--- src/rtl/uart_rx_deserializer_if.sv ---
// Receiver-side bundle: serial line and BIST control in, received word and status pulses out.
// The receiver is the master; the receive FIFO / consumer is the slave.
interface uart_rx_deserializer_if #(
  parameter int DATA_BITS = 8
);
  logic                 Rx_In;
  logic                 BIST_Mode;
  logic [DATA_BITS-1:0] Rx_Data;
  logic                 Data_Rdy;
  logic                 Framing_Error;
  logic                 Parity_Error;
  logic                 Busy;

  modport master (
    input  Rx_In, BIST_Mode,
    output Rx_Data, Data_Rdy, Framing_Error, Parity_Error, Busy
  );

  modport slave (
    output Rx_In, BIST_Mode,
    input  Rx_Data, Data_Rdy, Framing_Error, Parity_Error, Busy
  );
endinterface

--- src/rtl/uart_rx_deserializer.sv ---
// Oversampling UART receiver: start/data/[parity]/stop framing, mid-bit sampling, 1-clk status pulses.
// Optional parity stage enabled by defining UART_RX_PARITY_EN.
module uart_rx_deserializer #(
  parameter int DATA_BITS  = 8,
  parameter int OVERSAMPLE = 16,
  parameter int BAUD_DIV   = 4,
  parameter int PARITY_ODD = 0
) (
  input  logic                     clk,
  input  logic                     rst,
  uart_rx_deserializer_if.master   bus
);
  localparam int DW = $clog2(BAUD_DIV) + 1;
  localparam int SW = $clog2(OVERSAMPLE);
  localparam int BW = $clog2(DATA_BITS + 1);
  localparam logic [DW-1:0] DIV_LAST  = DW'(BAUD_DIV - 1);
  localparam logic [SW-1:0] SAMP_LAST = SW'(OVERSAMPLE - 1);
  localparam logic [SW-1:0] SAMP_MID  = SW'(OVERSAMPLE / 2 - 1);
  localparam logic [BW-1:0] BIT_LAST  = BW'(DATA_BITS - 1);

`ifdef UART_RX_PARITY_EN
  typedef enum logic [2:0] {IDLE, START, DATA, PARITY, STOP} state_t;
  localparam logic PAR_ODD = (PARITY_ODD != 0);
`else
  typedef enum logic [1:0] {IDLE, START, DATA, STOP} state_t;
`endif

  state_t               state;
  logic                 sync1, rx_s, rx_d;
  logic [DW-1:0]        div_cnt;
  logic [SW-1:0]        samp_cnt;
  logic [BW-1:0]        bit_cnt;
  logic [DATA_BITS-1:0] shreg;
  logic                 par_bad;
  logic                 fall, tick, samp, mid_start, start_edge;

  assign fall       = rx_d & ~rx_s;
  assign tick       = (div_cnt == DIV_LAST);
  assign samp       = tick && (samp_cnt == SAMP_LAST);
  assign mid_start  = tick && (samp_cnt == SAMP_MID);
  assign start_edge = (state == IDLE) && fall;

  always_ff @(posedge clk) begin
    if (rst) begin
      sync1 <= 1'b1;
      rx_s  <= 1'b1;
      rx_d  <= 1'b1;
    end else begin
      sync1 <= bus.Rx_In;
      rx_s  <= sync1;
      rx_d  <= rx_s;
    end
  end

  // Counters re-phase on the start edge so every later sample lands mid-bit.
  always_ff @(posedge clk) begin
    if (rst || start_edge) begin
      div_cnt  <= '0;
      samp_cnt <= '0;
    end else begin
      div_cnt <= tick ? '0 : div_cnt + 1'b1;
      if (state == START && mid_start)
        samp_cnt <= '0;
      else if (tick)
        samp_cnt <= (samp_cnt == SAMP_LAST) ? '0 : samp_cnt + 1'b1;
    end
  end

  always_ff @(posedge clk) begin
    if (rst) begin
      state             <= IDLE;
      bit_cnt           <= '0;
      shreg             <= '0;
      bus.Rx_Data       <= '0;
      bus.Data_Rdy      <= 1'b0;
      bus.Framing_Error <= 1'b0;
      bus.Busy          <= 1'b0;
`ifdef UART_RX_PARITY_EN
      par_bad           <= 1'b0;
      bus.Parity_Error  <= 1'b0;
`endif
    end else begin
      bus.Data_Rdy      <= 1'b0;
      bus.Framing_Error <= 1'b0;
`ifdef UART_RX_PARITY_EN
      bus.Parity_Error  <= 1'b0;
`endif
      case (state)
        IDLE: if (fall) begin
          state    <= START;
          bus.Busy <= 1'b1;
        end
        START: if (mid_start) begin
          bit_cnt <= '0;
          if (!rx_s) state <= DATA;
          else begin
            state    <= IDLE;
            bus.Busy <= 1'b0;
          end
        end
        DATA: if (samp) begin
          shreg   <= {rx_s, shreg[DATA_BITS-1:1]};
          bit_cnt <= bit_cnt + 1'b1;
`ifdef UART_RX_PARITY_EN
          if (bit_cnt == BIT_LAST) state <= PARITY;
`else
          if (bit_cnt == BIT_LAST) state <= STOP;
`endif
        end
`ifdef UART_RX_PARITY_EN
        PARITY: if (samp) begin
          par_bad <= ((^shreg) ^ rx_s) != PAR_ODD;
          state   <= STOP;
        end
`endif
        STOP: if (samp) begin
          state             <= IDLE;
          bus.Busy          <= 1'b0;
          bus.Framing_Error <= ~rx_s;
`ifdef UART_RX_PARITY_EN
          bus.Parity_Error  <= par_bad;
`endif
          if (rx_s && !par_bad && !bus.BIST_Mode) begin
            bus.Rx_Data  <= shreg;
            bus.Data_Rdy <= 1'b1;
          end
        end
        default: state <= IDLE;
      endcase
    end
  end

`ifndef UART_RX_PARITY_EN
  logic unused_cfg;
  assign par_bad          = 1'b0;
  assign bus.Parity_Error = 1'b0;
  assign unused_cfg       = (PARITY_ODD != 0);
`endif
endmodule

--- src/flat_wrapper.sv ---
// flat-port wrapper written by rule: the top's interface ports become plain ports
module uart_rx_deserializer_flat 
#(
  parameter int DATA_BITS  = 8,
  parameter int OVERSAMPLE = 16,
  parameter int BAUD_DIV   = 4,
  parameter int PARITY_ODD = 0
)
  (clk, rst, bus_Rx_In, bus_BIST_Mode, bus_Rx_Data, bus_Data_Rdy, bus_Framing_Error, bus_Parity_Error, bus_Busy);
  uart_rx_deserializer_if #(.DATA_BITS(DATA_BITS)) bus_i ();
  input  logic clk;
  input  logic rst;
  input wire logic [$bits(bus_i.Rx_In)-1:0] bus_Rx_In;
  input wire logic [$bits(bus_i.BIST_Mode)-1:0] bus_BIST_Mode;
  output wire logic [$bits(bus_i.Rx_Data)-1:0] bus_Rx_Data;
  output wire logic [$bits(bus_i.Data_Rdy)-1:0] bus_Data_Rdy;
  output wire logic [$bits(bus_i.Framing_Error)-1:0] bus_Framing_Error;
  output wire logic [$bits(bus_i.Parity_Error)-1:0] bus_Parity_Error;
  output wire logic [$bits(bus_i.Busy)-1:0] bus_Busy;
  assign bus_i.Rx_In = bus_Rx_In;
  assign bus_i.BIST_Mode = bus_BIST_Mode;
  assign bus_Rx_Data = bus_i.Rx_Data;
  assign bus_Data_Rdy = bus_i.Data_Rdy;
  assign bus_Framing_Error = bus_i.Framing_Error;
  assign bus_Parity_Error = bus_i.Parity_Error;
  assign bus_Busy = bus_i.Busy;
  uart_rx_deserializer #(.DATA_BITS(DATA_BITS), .OVERSAMPLE(OVERSAMPLE), .BAUD_DIV(BAUD_DIV), .PARITY_ODD(PARITY_ODD)) u_core (.clk(clk), .rst(rst), .bus(bus_i));
endmodule
--- config.mk ---
export PLATFORM = sky130hd
export DESIGN_NAME = uart_rx_deserializer_flat
export DESIGN_NICKNAME = d
export VERILOG_FILES = /design/src/rtl/uart_rx_deserializer_if.sv /design/src/rtl/uart_rx_deserializer.sv /design/src/flat_wrapper.sv
export SDC_FILE = /design/constraint.sdc
export NUM_CORES = 1
export LEC_CHECK = 0
export CAP_MARGIN = 20
export CORE_MARGIN = 4
export CORE_UTILIZATION = 55
export DETAILED_ROUTE_END_ITERATION = 12
export GPL_TIMING_DRIVEN = 0
export PLACE_DENSITY = 0.83
export SLEW_MARGIN = 10
export SYNTH_ARGS = -nofsm -noshare
export SYNTH_HDL_FRONTEND = slang
export SYNTH_SLANG_ARGS = --single-unit
--- constraint.sdc ---
create_clock -name clk -period 5.5 [get_ports clk]
set_input_delay 1.1 -clock clk [delete_from_list [all_inputs] [get_ports clk]]
set_output_delay 1.1 -clock clk [all_outputs]
set_load 0.01 [all_outputs]
==> results.yml <==
status:
  outcome: "completed"
cts:
  post_cts_buffers: 0
  clk_latency_ns: 0.34
  clockRootBuffer: "clkbuf_4"
  ctsResizeCount: 0
  cts_hold_buf: 0
  cts.htree.levels: 2
  cts_buffers: 5
  cts_sinks: 35
  clk_pin_slew_ns: 0.11
  clockBufferDepth: 2
  cts_tree: "built"
synth:
  synth_edf_count: 0
  ys_seq_area_frac: 0.4647
  yosys.cell_types.count: 33
  synthCells: 167
  syn_avg_cell_area_um2: 9.028
  ys.flop_type: "dfxtp_1"
  ys_warn_count: 0
  synth_area_um2: 1508
  synth-seq-cells: 35
  syn_nets: 180
  async_flop_share: 0
place:
  place_congestion: 0.7892
  hpwl_um: 2013
  port_buffers: 13
setup_path:
  crit_path_max_fanout: 2
  cp_slowest_cell: "clkdlybuf4s50_1"
  path_class: "reg2out"
  crit_buf_inv: 1
  max_stage_delay_ns: 0.54
  r2r_slack_ns: 3.56
  rr_endpoint: "u_core.bit_cnt[3]$_SDFFE_PP0P_"
  endpoint_kind: "output port"
  r2r-start: "u_core.div_cnt[0]$_SDFF_PP0_"
  cp_top_family: "buffers and inverters"
  arrival_ns: 1.24
  ff2ff_path_depth: 7
  path_cells: "clkdlybuf4s50_1"
  critPathRequiredTime_ns: 4.40
  start_kind: "register"
min_path:
  hp-class: "reg2reg"
  hold_depth: 1
  whs_endpoint: "u_core.rx_s$_SDFF_PP1_"
  hp-start: "u_core.sync1$_SDFF_PP1_"
sta:
  finalSetupViolCount: 0
  slew_violations: 0
  max_freq_mhz: 426.9
  worst_pin_slew_ns: 0.5011
  maxSlewHeadroom: 0.6646
  finalClockSkew_ns: 0.009170
  rsz0062_at_grt: "false"
  finalCritPeriodShare: 0.4259
  final_hold_viol_count: 0
  period_needed_ns: 2.343
  setup_tns_ns: 0
flow_run:
  drv_cap: 0
detailed_routing:
  drtIter0Drc: 29
  highest_layer: "met4"
  drc_errors: 0
  met3_wirelength_um: 129
  met1_length_um: 1324
  finalWirelength_um: 2793
  wl_met2_um: 1276
  dr.pass1.iters: 4
  wl_per_cell_um: 12.81
  via_count: 1218
  viasPerCell: 5.587
  ant_nets: 0
power:
  total_leakage_power_nw: 0.7285
  ir_worst_vdd_mv: 0.2043
  power_switching_w: 0.0001227
  netSwitchingFraction: 0.2689
  total_power_w: 0.0004562
  pwr-share-clk: 0.297
  p_seq_frac: 0.589
  internal_power_w: 0.0003335
  p_comb_frac: 0.115
  p_per_area_nw_per_um2: 263.8
final_layout:
  nets: 200
  drive_above_1_share: 0.08511
  diodes: 0
  final_core_util: 0.6794
  fill_cells: 202
  synthToLayoutAreaGrowth_pct: 14.69
die:
  core_area_um2: 2545
  dieArea_um2: 3643
  pin_count: 16
  fp.dieW_um: 60.36
  die_y_um: 60.36
  row_count: 18
  initial_core_util: 0.5924
grt:
  grt_max_degree: 12
  overflow: 0
  grt_pass1_vias: 1157
  grt_pass1_wl_um: 4816
  antenna_found_initial: 0
  track_usage: 0.1784
-- synth_stat cells, drive strengths merged, types with 2 or more instances --
master,number,area share
inv,10,0.025
or3,3,0.012
nand2,16,0.040
nand3,9,0.030
dfxtp,35,0.46
or2,3,0.012
a311oi,2,0.012
a21oi,17,0.056
clkbuf,5,0.012
ha,9,0.075
nand4b,2,0.022
a2bb2oi,2,0.012
nor2,20,0.050
buf,4,0.015
nand2b,2,0.0083
o21ai,4,0.013
mux2i,10,0.066
-- cell families after synthesis --
group,count (synthesis),synth area share
and+or+nand+nor,59,0.1942
DFF,35,0.4647
AOI/OAI and AO/OA,32,0.1336
buffers and inverters,19,0.05229
muxes,10,0.06639
adders and majority gates,9,0.07469
xor gates and xnor gates,2,0.01162
other,1,0.002487
-- metrics by stage --
step                      setup slack [ns]  hold slack, ns  instance area, um^2  std cells
after floorplan                      3.654          0.3895                 1508        167
after global placement               3.193          0.3977                 1675        210
after detailed placement             3.143          0.3941                 1675        210
after CTS                            3.146          0.4201                 1729        218
after global routing                 3.114          0.4510                 1729        218
final                                3.158          0.4182                 1729        218
-- registers in the layout, summed over array words and instances (netlist names), named ones only --
name,flops
u_core.bus.Rx_Data,8
u_core.shreg,8
u_core.bit_cnt,4
u_core.samp_cnt,4
u_core.div_cnt,3
u_core.bus.Busy,1
u_core.bus.Data_Rdy,1
u_core.bus.Framing_Error,1
u_core.rx_d,1
u_core.rx_s,1
u_core.state,1
u_core.sync1,1
-- worst max-delay path by stage --
stage	startpoint	end	slack (ns)	cells after the start
floorplan	rst	u_core.rx_s$_SDFF_PP1_	3.65	3
global placement	bus_BIST_Mode	u_core.bus.Rx_Data[4]$_SDFFE_PP0P_	3.19	5
detailed placement	bus_BIST_Mode	u_core.bus.Rx_Data[4]$_SDFFE_PP0P_	3.14	5
CTS	u_core.bus.Busy$_SDFFE_PP0P_	bus_Busy	3.15	1
global route	u_core.bus.Busy$_SDFFE_PP0P_	bus_Busy	3.11	1
finish	u_core.bus.Rx_Data[7]$_SDFFE_PP0P_	bus_Rx_Data[7]	3.16	1
-- cell type report --
| type | instances | area (um^2) | area share |
|---|---|---|---|
| Tap cell | 30 | 37.54 | 0.02171 |
| Sequential cell | 35 | 700.7 | 0.4052 |
| Clock buffer | 6 | 41.29 | 0.02388 |
| Clock inverter | 2 | 12.51 | 0.007236 |
| Inverter | 10 | 37.54 | 0.02171 |
| Multi-Input combinational cell | 113 | 728.2 | 0.4211 |
| Buffer | 9 | 41.29 | 0.02388 |
| Timing Repair Buffer | 13 | 130.1 | 0.07525 |
-- layout by cell type (no fill, tap or decap) --
cell type         n
nand2_1          16
nand2b_1          2
a311oi_1          2
a31oi_1           1
clkbuf_4          5
a21o_1            1
o21ai_0           4
nand3_1           9
nand4b_1          1
o41ai_1           1
or3_1             3
xor2_1            1
a221oi_1          1
dfxtp_1          35
nand3b_1          1
ha_1              9
nor2b_1           1
xnor2_1           1
a311o_1           1
a221o_1           1
mux2i_1          10
clkinvlp_4        1
buf_4             1
a41o_1            1
inv_1            10
and4_2            1
nor2_1           20
or2_2             3
conb_1            1
nand4b_4          1
clkinv_2          1
buf_2             3
a21oi_1          17
nand4_1           1
a2bb2oi_1         2
clkbuf_1          6
clkdlybuf4s50_1  13
-- per-layer routing --
| metal | global-route usage | up-vias |
|---|---|---|
| met5 | 0 | - |
| met4 | 0.1171 | 0 |
| met3 | 0.04681 | 5 |
| met2 | 0.2747 | 26 |
| met1 | 0.2197 | 569 |
| li1 | - | 618 |
-- power groups by stage --
stage               Sequential [W]  Clock (W)  Combinational (W)
floorplan                 0.000274          0          0.0000376
global placement          0.000274          0          0.0000484
detailed placement        0.000274          0          0.0000518
CTS                       0.000269   0.000140          0.0000523
global route              0.000270   0.000150          0.0000583
finish                    0.000269   0.000135          0.0000523
Power figures use the tool's default switching activity.
